--- config.mk ---
export PLATFORM = sky130hd
export DESIGN_NAME = avalon_mm_master
export DESIGN_NICKNAME = d
export VERILOG_FILES = /design/src/rtl/avalon_mm_pkg.sv /design/src/rtl/avalon_mm_master.sv
export SDC_FILE = /design/constraint.sdc
export NUM_CORES = 1
export LEC_CHECK = 0
export ABC_AREA = 1
export ABC_CLOCK_PERIOD_IN_PS = 2300
export BUFFER_PORTS_ARGS = -buffer_cell sky130_fd_sc_hd__buf_2
export CORE_ASPECT_RATIO = 1.25
export CORE_MARGIN = 2
export CORE_UTILIZATION = 47
export CTS_BUF_LIST = sky130_fd_sc_hd__clkbuf_16
export DETAILED_ROUTE_END_ITERATION = 7
export MAX_ROUTING_LAYER = met4
export PLACE_DENSITY_LB_ADDON = 0.12
export SYNTH_ARGS = -nofsm -noshare
export SYNTH_HDL_FRONTEND = slang
export SYNTH_SLANG_ARGS = --single-unit
--- constraint.sdc ---
create_clock -name clk -period 2.3 [get_ports clk]
set_input_delay 0.115 -clock clk [delete_from_list [all_inputs] [get_ports clk]]
set_output_delay 0.115 -clock clk [all_outputs]
set_load 0.02 [all_outputs]
--- src/rtl/avalon_mm_pkg.sv ---
// Shared types and constants for the Avalon-MM bring-up initiator and the
// register block it talks to.
package avalon_mm_pkg;

    typedef enum logic [1:0] {
        ST_IDLE,
        ST_WR,
        ST_RD,
        ST_RD_WAIT
    } state_t;

    // Register map of avalon_mm_slave.
    localparam logic [15:0] REG_SEND_PACKET = 16'h0050;
    localparam logic [15:0] REG_TEST        = 16'h0010;

    localparam logic [31:0] TIMEOUT_RDATA = 32'hDEAD_BEEF;

endpackage

--- src/rtl/avalon_mm_master.sv ---
// Single-outstanding Avalon-MM initiator: one host request becomes one
// read/write transfer and exactly one response pulse (data or timeout).
module avalon_mm_master
    import avalon_mm_pkg::*;
#(
    parameter int unsigned TIMEOUT_CYCLES = 255
) (
    input  logic        clk,
    input  logic        rst_n,
    input  logic        req_valid,
    output logic        req_ready,
    input  logic        req_write,
    input  logic [15:0] req_addr,
    input  logic [31:0] req_wdata,
    output logic        rsp_valid,
    output logic [31:0] rsp_rdata,
    output logic        rsp_timeout,
    output logic        avalon_mm_write,
    output logic        avalon_mm_read,
    output logic [15:0] avalon_mm_addr,
    output logic [31:0] avalon_mm_write_data,
    input  logic        avalon_mm_waitrequest,
    input  logic [31:0] avalon_mm_read_data,
    input  logic        avalon_mm_rd_valid
);

    localparam int unsigned CNT_W = $clog2(TIMEOUT_CYCLES + 1);
    localparam logic [CNT_W-1:0] CNT_MAX  = CNT_W'(TIMEOUT_CYCLES);
    localparam logic [CNT_W-1:0] CNT_LAST = CNT_W'(TIMEOUT_CYCLES - 1);

    state_t            r_state;
    logic [CNT_W-1:0]  r_cnt;
    logic              r_write;
    logic              r_read;
    logic [15:0]       r_addr;
    logic [31:0]       r_wdata;
    logic              r_rsp_valid;
    logic              r_rsp_timeout;
    logic [31:0]       r_rsp_rdata;

    logic              w_expire;
    logic [CNT_W-1:0]  w_cnt_next;

    // Expiry is judged on the count before this edge's increment, so the
    // timeout response lands exactly TIMEOUT_CYCLES edges after acceptance.
    assign w_expire   = (r_cnt >= CNT_LAST);
    assign w_cnt_next = (r_cnt == CNT_MAX) ? r_cnt : r_cnt + 1'b1;

    assign req_ready            = (r_state == ST_IDLE);
    assign rsp_valid            = r_rsp_valid;
    assign rsp_rdata            = r_rsp_rdata;
    assign rsp_timeout          = r_rsp_timeout;
    assign avalon_mm_write      = r_write;
    assign avalon_mm_read       = r_read;
    assign avalon_mm_addr       = r_addr;
    assign avalon_mm_write_data = r_wdata;

    always_ff @(posedge clk or negedge rst_n) begin
        if (!rst_n) begin
            r_state       <= ST_IDLE;
            r_cnt         <= '0;
            r_write       <= 1'b0;
            r_read        <= 1'b0;
            r_addr        <= '0;
            r_wdata       <= '0;
            r_rsp_valid   <= 1'b0;
            r_rsp_timeout <= 1'b0;
            r_rsp_rdata   <= '0;
        end else begin
            r_rsp_valid   <= 1'b0;
            r_rsp_timeout <= 1'b0;
            case (r_state)
                ST_IDLE: begin
                    if (req_valid) begin
                        r_addr  <= req_addr;
                        r_wdata <= req_wdata;
                        r_cnt   <= '0;
                        if (req_write) begin
                            r_write <= 1'b1;
                            r_state <= ST_WR;
                        end else begin
                            r_read  <= 1'b1;
                            r_state <= ST_RD;
                        end
                    end
                end
                ST_WR: begin
                    r_cnt <= w_cnt_next;
                    if (!avalon_mm_waitrequest) begin
                        r_write     <= 1'b0;
                        r_rsp_valid <= 1'b1;
                        r_state     <= ST_IDLE;
                    end else if (w_expire) begin
                        r_write       <= 1'b0;
                        r_rsp_valid   <= 1'b1;
                        r_rsp_timeout <= 1'b1;
                        r_rsp_rdata   <= TIMEOUT_RDATA;
                        r_state       <= ST_IDLE;
                    end
                end
                ST_RD: begin
                    // rd_valid deliberately ignored here: some slaves hold it
                    // high whenever read is asserted.
                    r_cnt <= w_cnt_next;
                    if (!avalon_mm_waitrequest) begin
                        r_read  <= 1'b0;
                        r_state <= ST_RD_WAIT;
                    end else if (w_expire) begin
                        r_read        <= 1'b0;
                        r_rsp_valid   <= 1'b1;
                        r_rsp_timeout <= 1'b1;
                        r_rsp_rdata   <= TIMEOUT_RDATA;
                        r_state       <= ST_IDLE;
                    end
                end
                ST_RD_WAIT: begin
                    r_cnt <= w_cnt_next;
                    if (avalon_mm_rd_valid) begin
                        r_rsp_rdata <= avalon_mm_read_data;
                        r_rsp_valid <= 1'b1;
                        r_state     <= ST_IDLE;
                    end else if (w_expire) begin
                        r_rsp_valid   <= 1'b1;
                        r_rsp_timeout <= 1'b1;
                        r_rsp_rdata   <= TIMEOUT_RDATA;
                        r_state       <= ST_IDLE;
                    end
                end
                default: r_state <= ST_IDLE;
            endcase
        end
    end

endmodule

---- Yosys cells after proc, flatten, opt, wreduce, memory -nomap -nowiden ----
Index checks and enable logic that the tools add are counted.
W data, S select, Z words.
storage, ports and cells
  bits in registers ....................... 94
  word-level logic and storage cells ...... 62
  input port bits ......................... 86
  output and inout port bits .............. 85
operators by class
  add/subtract/negate cells ............... 1
  reduce and logical (&&, ||, !) cells .... 11
  muxes and demuxes ....................... 29
  eq/ne operators ......................... 11
  order comparisons ....................... 1
operators by type and width
  cell                   count
  $mux W32               3
  $pmux W32 S2           1
  $mux W8                2
  $pmux W8 S2            1
  $mux W2                6
  $mux W1                11
  $add A8 B1 Y8 const B  1
  $eq A8 B8 Y1 const B   1
  $ge A8 B8 Y1 const B   1
  $pmux W2 S4            1
  $reduce_and A4 Y1      2
  $ne A2 B2 Y1 const B   3
  $ne A3 B3 Y1 const B   2
  $pmux W1 S2            3
  $reduce_and A2 Y1      3
  $reduce_bool A2 Y1     3
  $eq A2 B2 Y1 const B   2
  $ne A2 B1 Y1 const B   2
  $pmux W1 S3            1
  $reduce_or A3 Y1       1
  $eq A2 B1 Y1 const B   1
  $logic_not A2 Y1       1
  $reduce_or A2 Y1       1

---- Logic depth before layout (Yosys ltp) ----
Gate-level depths: netlist of run 1.
  depth after elaboration ................. 4
  mapped depth ............................ 11
  mapped depth without buffers ............ 11

---- Worst setup path before layout of run 1 ----
OpenSTA, ideal clock, no wires.
  kind .................................... register to register
  from .................................... reg r_state[0]
  to ...................................... reg r_rsp_rdata[10], in the netlist rsp_rdata[10]
  setup time .............................. 0.127 ns
  cell stages (with the launch flop) ...... 7
  period minus slack after synthesis ...... 1.758 ns
  data arrival time ....................... 1.631 ns
  slack ................................... 0.542 ns
  required time ........................... 2.173 ns
  buffers on the path ..................... 1
  path through ............................ dfrtp_1 inv_1 ha_1 o21ai_4 inv_2 buf_2 o32a_2
on the way
  cells in the longest elaborated chain, start to end .. 4
  elaborated cells between the ends (all ways) .. 8
  classes of those cells .................. eq/ne (4); mux (1); reduce/logical (3)
ends and longest elaborated chain
  what                                                                 line                     source
  start, declared                                                      avalon_mm_master.sv:31   state_t r_state;
  start signal, assigned                                               avalon_mm_master.sv:60   r_state <= ST_IDLE;
  start signal, assigned                                               avalon_mm_master.sv:80   r_state <= ST_WR;
  start signal, assigned                                               avalon_mm_master.sv:83   r_state <= ST_RD;
  $eq A2 B2 Y1 / $eq A2 B1 Y1 (equally long branches)                  avalon_mm_master.sv:72   case (r_state)
  $reduce_or A2 Y1 (no line)                                           --
  $ne A2 B1 Y1 (no line) / $reduce_bool A2 Y1 (equally long branches)  --
  $reduce_and A2 Y1 (no line)                                          --
  end signal, assigned                                                 avalon_mm_master.sv:119  r_rsp_rdata <= avalon_mm_read_data;
  end, declared                                                        avalon_mm_master.sv:39   logic [31:0] r_rsp_rdata;
Parallel ways exist; a longest one is shown, timed or not.
A chain may end at the register's enable or synchronous reset.

---- Worst setup path in the final report of run 1 ----
  from .................................... reg r_state[0]
  to ...................................... reg r_rsp_rdata[1], in the netlist rsp_rdata[1]
The elaborated chain is that of the path after synthesis.

==> run metrics, run 1 <==
post-detail-place hpwl around 6600 µm; GP Congestion 0.868; Slew @ Worst Pin 0.543 ns; Num CTS Buffers 9; CP max FO 25; core area ~0.008 mm²; H-tree levels 3; worst hold slack 0.0200 ns; outcome finished with violations; post-CTS setup buffer count 0; crit-path cells inv_1 > ha_1 > o21ai_4 > inv_4 > a21oi_4 > buf_4 > o32a_1; clk sink count 94; Critical path origin r_state[0]; Worst-path clk slew 0.06 ns; failing checks design-rule violations; Fin. Hold Viols 0; Final ANT Viol Nets 0; All-Layer GR Usage 0.237; unrepaired setup endpoints after global routing false; CP max stage cell dfrtp_1; maximum vdd drop 0.707 mV; Overall Power 7.64 mW; count of final setup violators 0; Routed Wire Length 10300 µm; critical path endpoint rsp_rdata[1]; fin. max-slew vios 0; nets about 720; Setup TNS 0 ns; via density per instance between 4 and 5; Max Freq 0.486 GHz; port bufs 170; total gr overflow 0; Reg2Reg Setup Slack 0.24 ns; syn nets 504; Setup crit end kind register; Final min period 2.06 ns; final worst-path cycle share 0.895; ys async rst share 1.00; synthesis-to-layout area growth 44.6%; Netlist cell types 27; initial antenna violation count 0; slowest stage delay, CP 0.42 ns; reg-to-reg endpoint rsp_rdata[1]; CP bufs+invs 3; worst r2r path cells 7; Initial Util 0.480; Worst EP arrival 2.33 ns; Worst Setup Start Kind register; WP data required 2.57 ns; number of flops mapped to enable cells by yosys 0; Seq/Total Area, Yosys 0.598; FP Rows 37; P_leak 3.05 nW; wire length of the first global-routing pass 16800 µm; Max transition margin 0.638; drt initial violations 197; CTS tree done; Max Cap Viol 0; worst skew pair latency 0.33 ns; Routed WL per cell approximately 14 µm; Pwr per Cell Area 1340 mW/mm²; root cell of the clock tree clkbuf_16; ys flop type dfrtp_1; worst clock skew 0.00429 ns; die area roughly 0.009 mm²; DRC viols 10; die width 85.8 µm; fillers 650; worst-case clock buffer depth 2; largest net degree at the start of global routing 51; Setup Crit Path Kind reg2reg; die height 106 µm; Cells after Synth 412; Yosys Warn Count 0; Hold Crit Class in2reg; Cell Area, Synth 0.00393 mm²; Ant. Diodes 0; number of global-route vias before repair 3624; flops & latches, synth 94; CP top delay family compound AO/OA/AOI/OAI gates; layout cell share with drive strength beyond 1 0.340; reg2reg start r_state[0]; I/O pin total around 170; drt pass-1 iters 8; Vias 3652; Mean Syn Cell Area 9.54 µm²; Worst path depth 7
[worst min-delay path: stages]
cell and delay [ns]:
buf_2 0.08, nand3_1 0.06, nand2_1 0.06
[final cells by class]
class / instances / area [µm²] / share of cell area
sequential: 94 / 2350 / 0.414
timing repair buffer: 227 / 1420 / 0.250
multi-input combinational: 280 / 1410 / 0.248
clock buffer: 9 / 225 / 0.0396
tap: 97 / 121 / 0.0214
clock inverter: 6 / 78.8 / 0.0139
inverter: 20 / 77.6 / 0.0137
[per-layer routing]
| metal | share of wire | wire length (µm) | global-route usage | up-vias |
|---|---|---|---|---|
| met3 | 0.052 | 532 | 0.0373 | 19 |
| met2 | 0.52 | 5370 | 0.386 | 125 |
| met1 | 0.41 | 4200 | 0.296 | 1739 |
| met5 | 0 | 0 | - | - |
| li1 | - | - | - | 1769 |
| met4 | 0.021 | 213 | 0.0952 | 0 |
[sequential cells by signal, summed over array words and instances, names as in the netlist]
name	flops
avalon_mm_addr	16
avalon_mm_read	1
avalon_mm_write	1
avalon_mm_write_data	32
r_cnt	8
r_state	2
rsp_rdata	32
rsp_timeout	1
rsp_valid	1
[timing repair]
item,CTS,global route
endpoints found under the setup margin,0,24
gates resized for setup,0,2
hold buffers,50,0
hold endpoints to repair,90,0
[placed cells by master, fill, tap and decap left out, types with 3 or more instances in the layout]
cell type        n
clkbuf_16        9
o32a_1          12
nand2_1        190
inv_1           17
dfrtp_1         94
o32a_2          12
o21ai_0         10
dlygate4sd3_1   50
nand4_1          3
o31ai_1          3
nand3_1         16
inv_2            3
buf_2          169
nand2_2          4
buf_4            7
nor2_1           9
ha_1             6
[synth_stat cells, types with 2 or more instances]
cell      instances  area (µm²)
nand2_1         190         713
dfrtp_1          94        2350
inv_1            16        60.1
nand3_1          16        80.1
o32a_1           12         120
o32a_2           12         135
buf_2            10        50.1
o21ai_0          10        50.1
nor2_1            9        33.8
clkbuf_1          6        22.5
ha_1              6        75.1
inv_2             4        15.0
nand2_2           4        25.0
nand4_1           3        18.8
o31ai_1           3        22.5
a21oi_1           2        10.0
a31o_2            2        17.5
buf_6             2        22.5
xnor2_1           2        17.5
xor2_1            2        17.5
[worst min-delay path by stage]
stage | start | endpoint | slack, ns | cells after the start
global placement | rst_n | rsp_rdata[30] | 0.14 | 1
CTS | avalon_mm_read_data[8] | rsp_rdata[8] | 0.008 | 3
finish | avalon_mm_read_data[8] | rsp_rdata[8] | 0.02 | 3
detailed placement | rst_n | rsp_rdata[31] | 0.14 | 1
global route | avalon_mm_read_data[5] | rsp_rdata[5] | 0.02 | 2
floorplan | rst_n | avalon_mm_addr[0] | -0.18 | 0
[cell families (layout without fill, tap and decap cells)]
kind of cell | count (synthesis) | count (layout) | share of synthesized area
fa+ha+maj | 6 | 6 | 0.0191
simple gates | 225 | 225 | 0.229
compound gates | 45 | 45 | 0.102
buf+inv | 38 | 262 | 0.0433
xor+xnor | 4 | 4 | 0.00891
flops | 94 | 94 | 0.598
[per-stage QoR]
stage / utilization / std cells / area [µm²] / worst slack, ns
6_report: 0.694 / 733 / 5680 / 0.241
3_3_place_gp: 0.595 / 668 / 4880 / 0.253
2_1_floorplan: - / 412 / 3930 / 0.542
3_5_place_dp: 0.595 / 668 / 4880 / 0.173
4_1_cts: 0.693 / 733 / 5680 / 0.154
5_1_grt: 0.694 / 733 / 5680 / 0.0648
[where the power goes]
group          switching (mW)  internal, mW  leakage (nW)
Clock                   0.576         0.934         0.148
Sequential              0.406          2.36          1.13
Combinational            2.19          1.17          1.77
Total                    3.17          4.47          3.05
No activity file was read; power rests on OpenSTA's default activity.
==> inputs of run 2 (changes only) <==
--- a/config.mk
+++ b/config.mk
@@ -10,7 +10,7 @@
 export BUFFER_PORTS_ARGS = -buffer_cell sky130_fd_sc_hd__buf_2
 export CORE_ASPECT_RATIO = 1.25
 export CORE_MARGIN = 2
-export CORE_UTILIZATION = 47
+export CORE_UTILIZATION = 40
 export CTS_BUF_LIST = sky130_fd_sc_hd__clkbuf_16
 export DETAILED_ROUTE_END_ITERATION = 7
 export MAX_ROUTING_LAYER = met4
==> run metrics, run 2 (synthesis gave the netlist of run 1 again) <==
outcome finished, final reports clean (was finished with violations); Worst Setup Start Kind register (unchanged); die height 115 µm (was 106 µm); layout cell share with drive strength beyond 1 0.341 (was 0.340); Vias 3651 (was 3652); Ant. Diodes 0 (unchanged); fin cells 765 (was 733); synthesis-to-layout area growth 46.1% (was 44.6%); root cell of the clock tree clkbuf_16 (unchanged); number of global-route vias before repair 3638 (was 3624); All-Layer GR Usage 0.212 (was 0.237); total gr overflow 0 (unchanged); Routed WL per cell 13.8 µm (was 14.1 µm); Net Sw Frac 0.415 (about the same); core area 0.00961 mm² (was 0.00819 mm²); FP Rows 40 (was 37); worst skew pair latency 0.33 ns (about the same); WP data required 2.51 ns (was 2.57 ns); CTS-repair resized insts 0 (unchanged); fillers 858 (was 650); port bufs 170 (unchanged); clk sink count 94 (unchanged); Setup TNS 0 ns (unchanged); Overall Power 7.69 mW (was 7.64 mW); largest net degree at the start of global routing 50 (was 51); Setup Crit Path Kind reg2reg (unchanged); CP max FO 24 (was 25); Int Power 4.50 mW (was 4.47 mW); hold-fix buffers at CTS 50 (unchanged); I/O pin total 171 (unchanged); Comb power frac 0.442 (was 0.440); Max Freq 0.511 GHz (was 0.486 GHz); Slew @ Worst Pin 0.498 ns (was 0.543 ns); DRC viols 0 (was 10); worst r2r path cells 6 (was 7); CTS tree done (unchanged); via density per instance 4.77 (was 4.98); Pwr per Cell Area 1340 mW/mm² (about the same); Setup crit end kind register (unchanged); commonest cells after routing, fill and taps aside nand2_1 (190), buf_2 (169), dfrtp_1 (94) (unchanged); Routed Wire Length 10500 µm (was 10300 µm); final worst-path cycle share 0.851 (was 0.895); maximum vdd drop 0.569 mV (was 0.707 mV); die area 0.0106 mm² (was 0.00912 mm²); Initial Util 0.409 (was 0.480); fin. max-slew vios 0 (unchanged); count of final setup violators 0 (unchanged); unrepaired setup endpoints after global routing false (unchanged); Worst-path clk slew 0.06 ns (about the same); Clk pwr share 0.198 (about the same); H-tree levels 3 (unchanged); Max transition margin 0.667 (was 0.638); Seq pwr share 0.360 (was 0.362); Final min period 1.96 ns (was 2.06 ns); P_leak 3.07 nW (was 3.05 nW); commonest non-fill, non-tap cell in the layout nand2_1 (unchanged); Final ANT Viol Nets 0 (unchanged); drt pass-1 iters 4 (was 8); P_sw 3.19 mW (was 3.17 mW); GP Congestion 0.811 (was 0.868); Max Cap Viol 0 (unchanged); Fin. Hold Viols 0 (unchanged); worst-case clock buffer depth 2 (unchanged); initial antenna violation count 0 (unchanged); worst clock skew 0.00449 ns (was 0.00429 ns); drt initial violations 151 (was 197); Hold Crit Class in2reg (unchanged); post-CTS setup buffer count 0 (unchanged); wire length of the first global-routing pass 17300 µm (was 16800 µm); hold depth 3 (unchanged); Worst EP arrival 2.17 ns (was 2.33 ns); nets 726 (was 724); Num CTS Buffers 9 (unchanged); placed cell count 699 (was 668); post-detail-place hpwl 6830 µm (was 6640 µm); die width 92.7 µm (was 85.8 µm)
## run 2: cell types whose count changed in the layout (fill, tap and decap cells not counted), sizes merged
cell      before  now
buf          177  179
clkinv         2    4
clkinvlp       1    0
## run 2: worst max-delay path, cell delays in order (launching register included)
cell and delay [ns]:
dfrtp_1 0.44, inv_1 0.09, ha_1 0.36, o21ai_4 0.29, inv_2 0.09, buf_4 0.22, o32a_2 0.34
## run 2: power groups by stage
| stage | clock network [mW] | registers [mW] | logic, mW |
|---|---|---|---|
| floorplan | 0 | 3.57 | 1.37 |
| global placement | 0 | 2.76 | 3.29 |
| detailed placement | 0 | 2.77 | 3.35 |
| CTS | 1.56 | 2.76 | 3.41 |
| global route | 1.63 | 2.86 | 3.75 |
| finish | 1.52 | 2.77 | 3.40 |
## run 2: cell type report
| type | instances | area, µm² | share of cell area |
|---|---|---|---|
| clock inverters | 7 | 80.1 | 0.0139 |
| repair buffers | 229 | 1450 | 0.252 |
| clock buffers | 9 | 225 | 0.0392 |
| well taps | 126 | 158 | 0.0274 |
| flip-flops and latches | 94 | 2350 | 0.409 |
| multi-input cells | 280 | 1410 | 0.245 |
| inverters | 20 | 75.1 | 0.0131 |
## run 2: final timing paths
kind                                  to  slack [ns]               startpoint
setup / recovery           rsp_rdata[10]        0.34               r_state[0]
hold / removal             rsp_rdata[20]        0.01  avalon_mm_read_data[20]
setup reg to reg           rsp_rdata[10]        0.34               r_state[0]
hold reg to reg            rsp_rdata[22]        0.47            rsp_rdata[22]
max in group asynchronous   rsp_rdata[4]        1.45                    rst_n
min in group asynchronous   rsp_rdata[2]        0.17                    rst_n
## run 2: metrics by stage
stage	instance area, µm²	utilization	hold slack (ns)	setup slack (ns)
detailed placement	4940	0.514	-0.0211	0.334
floorplan	3930	-	-0.181	0.542
global route	5750	0.598	0.0131	0.218
finish	5750	0.598	0.0135	0.343
CTS	5750	0.598	0.00624	0.325
global placement	4940	0.514	-0.0202	0.409
## run 2: per-layer routing
metal	global-route usage	vias to the layer above	part of all wire
li1	-	1782	-
met2	0.340	124	0.49
met5	-	-	0
met4	0.0902	0	0.019
met1	0.265	1729	0.43
met3	0.0400	16	0.058
==> inputs of run 3 (changes only) <==
--- a/config.mk
+++ b/config.mk
@@ -10,7 +10,7 @@
 export BUFFER_PORTS_ARGS = -buffer_cell sky130_fd_sc_hd__buf_2
 export CORE_ASPECT_RATIO = 1.25
 export CORE_MARGIN = 2
-export CORE_UTILIZATION = 40
+export CORE_UTILIZATION = 35
 export CTS_BUF_LIST = sky130_fd_sc_hd__clkbuf_16
 export DETAILED_ROUTE_END_ITERATION = 7
 export MAX_ROUTING_LAYER = met4
==> run metrics, run 3 (synthesis gave the netlist of run 1 again) <==
CTS-repair resized insts 0 (unchanged); worst hold slack 0.00765 ns (was 0.0135 ns); initial antenna violation count 1 (was 0); CP bufs+invs 3 (unchanged); worst clock skew 0.00415 ns (was 0.00449 ns); Worst EP arrival 2.18 ns (was 2.17 ns); DRC viols 0 (unchanged); number of global-route vias before repair 3644 (was 3638); count of final setup violators 0 (unchanged); Worst-path clk slew 0.06 ns (about the same); placed cell count 707 (was 699); Net Sw Frac 0.420 (was 0.415); worst skew pair latency 0.33 ns (about the same); unrepaired setup endpoints after global routing false (unchanged); Hold Crit Class in2reg (unchanged); final worst-path cycle share 0.856 (was 0.851); Max transition margin 0.652 (was 0.667); Seq pwr share 0.368 (was 0.360); commonest non-fill, non-tap cell in the layout nand2_1 (unchanged); hold depth 3 (unchanged); Fin. Hold Viols 0 (unchanged); worst-case clock buffer depth 2 (unchanged); Int Power 4.36 mW (was 4.50 mW); fin cells 773 (was 765); clk sink count 94 (unchanged); I/O pin total 171 (unchanged); Critical path origin r_state[0] (unchanged); fin. max-slew vios 0 (unchanged); H-tree levels 3 (unchanged); commonest cells after routing, fill and taps aside nand2_1 (190), buf_2 (169), dfrtp_1 (94) (unchanged); GP Congestion 0.811 (about the same); CP max stage cell dfrtp_1 (unchanged); Initial Util 0.356 (was 0.409); reg2reg start r_state[0] (unchanged); WP data required 2.51 ns (about the same); fillers 1014 (was 858); root cell of the clock tree clkbuf_16 (unchanged); total gr overflow 0 (unchanged); largest net degree at the start of global routing 51 (was 50); port bufs 170 (unchanged); Num CTS Buffers 9 (unchanged); layout cell share with drive strength beyond 1 0.339 (was 0.341); die height 122 µm (was 115 µm); Final min period 1.97 ns (was 1.96 ns); Max Freq 0.508 GHz (was 0.511 GHz); CP max FO 24 (unchanged); drt pass-1 iters 5 (was 4); pre-CTS setup slack 0.350 ns (was 0.334 ns); via density per instance 4.70 (was 4.77); Setup crit end kind register (unchanged); P_sw 3.16 mW (was 3.19 mW); Max Cap Viol 0 (unchanged); worst r2r path cells 6 (unchanged); synthesis-to-layout area growth 45.5% (was 46.1%); die width 98.8 µm (was 92.7 µm); Clk pwr share 0.186 (was 0.198); hold-fix buffers at CTS 52 (was 50); post-detail-place hpwl 7150 µm (was 6830 µm); slowest stage delay, CP 0.43 ns (was 0.44 ns); Worst path depth 6 (unchanged); crit-path cells inv_1 > ha_1 > o21ai_4 > inv_2 > buf_4 > o32a_2 (unchanged); Pwr per Cell Area 1320 mW/mm² (was 1340 mW/mm²); CTS tree done (unchanged); All-Layer GR Usage 0.185 (was 0.212); wire length of the first global-routing pass 17500 µm (was 17300 µm); Final ANT Viol Nets 0 (unchanged); Routed WL per cell 13.6 µm (was 13.8 µm); CP top delay family compound AO/OA/AOI/OAI gates (unchanged); maximum vdd drop 0.608 mV (was 0.569 mV); Setup Crit Path Kind reg2reg (unchanged); worst setup margin 0.330 ns (was 0.343 ns); Setup TNS 0 ns (unchanged); Routed Wire Length 10500 µm (about the same); core area 0.0110 mm² (was 0.00961 mm²); outcome finished, final reports clean (unchanged); post-CTS setup buffer count 0 (unchanged); hold path start avalon_mm_read_data[24] (was avalon_mm_read_data[20]); Worst Setup Start Kind register (unchanged); Vias 3636 (was 3651); die area 0.0121 mm² (was 0.0106 mm²); register area 0.00235 mm² (unchanged); Multi-input gate area 0.00141 mm² (unchanged); Comb power frac 0.446 (was 0.442); Slew @ Worst Pin 0.522 ns (was 0.498 ns); Overall Power 7.52 mW (was 7.69 mW); FP Rows 43 (was 40); nets 727 (was 726); P_leak 3.05 nW (was 3.07 nW); drt initial violations 114 (was 151)
-- run 3: changes by cell type in the layout (fill, tap and decap cells not counted), sizes merged --
cell	before	now
buf	179	178
bufinv	2	1
clkinv	4	2
diode	0	1
dlygate4sd3	50	52
-- run 3: per-stage QoR --
stage | area, µm² | util
after floorplan | 3930 | -
after detailed placement | 4930 | 0.447
after global placement | 4930 | 0.447
after CTS | 5720 | 0.519
after global routing | 5720 | 0.519
final | 5720 | 0.519
-- run 3: final cells by class --
| class | count | share of cell area |
|---|---|---|
| Sequential cell | 94 | 0.411 |
| Tap cell | 135 | 0.0295 |
| Clock inverter | 4 | 0.00743 |
| Inverter | 20 | 0.0131 |
| Clock buffer | 9 | 0.0394 |
| Timing Repair Buffer | 230 | 0.253 |
| Antenna cell | 1 | 0.000437 |
| Multi-Input combinational cell | 280 | 0.246 |
-- run 3: path summary, 6_finish.rpt --
check,to,slack (ns)
setup / recovery,rsp_rdata[23],0.33
hold / removal,rsp_rdata[24],0.008
setup reg to reg,rsp_rdata[23],0.33
hold reg to reg,rsp_rdata[4],0.47
max in group asynchronous,avalon_mm_write_data[13],1.43
min in group asynchronous,rsp_rdata[5],0.23
-- run 3: power groups by stage --
stage | Clock [mW] | Sequential (mW) | Combinational, mW
3_5_place_dp | 0 | 2.78 | 3.33
6_report | 1.40 | 2.77 | 3.36
4_1_cts | 1.45 | 2.77 | 3.40
5_1_grt | 1.52 | 2.87 | 3.70
2_1_floorplan | 0 | 3.57 | 1.37
3_3_place_gp | 0 | 2.76 | 3.29
-- run 3: tightest hold or removal path: stages --
cell     delay [ns]
buf_2          0.07
nand3_1        0.06
nand2_1        0.06
-- run 3: metal layers --
layer	GRT usage	routed length, µm	up-vias
met5	-	0	-
met4	0.0676	126	0
met3	0.0473	729	10
met2	0.299	5260	141
met1	0.224	4410	1707
li1	-	-	1778
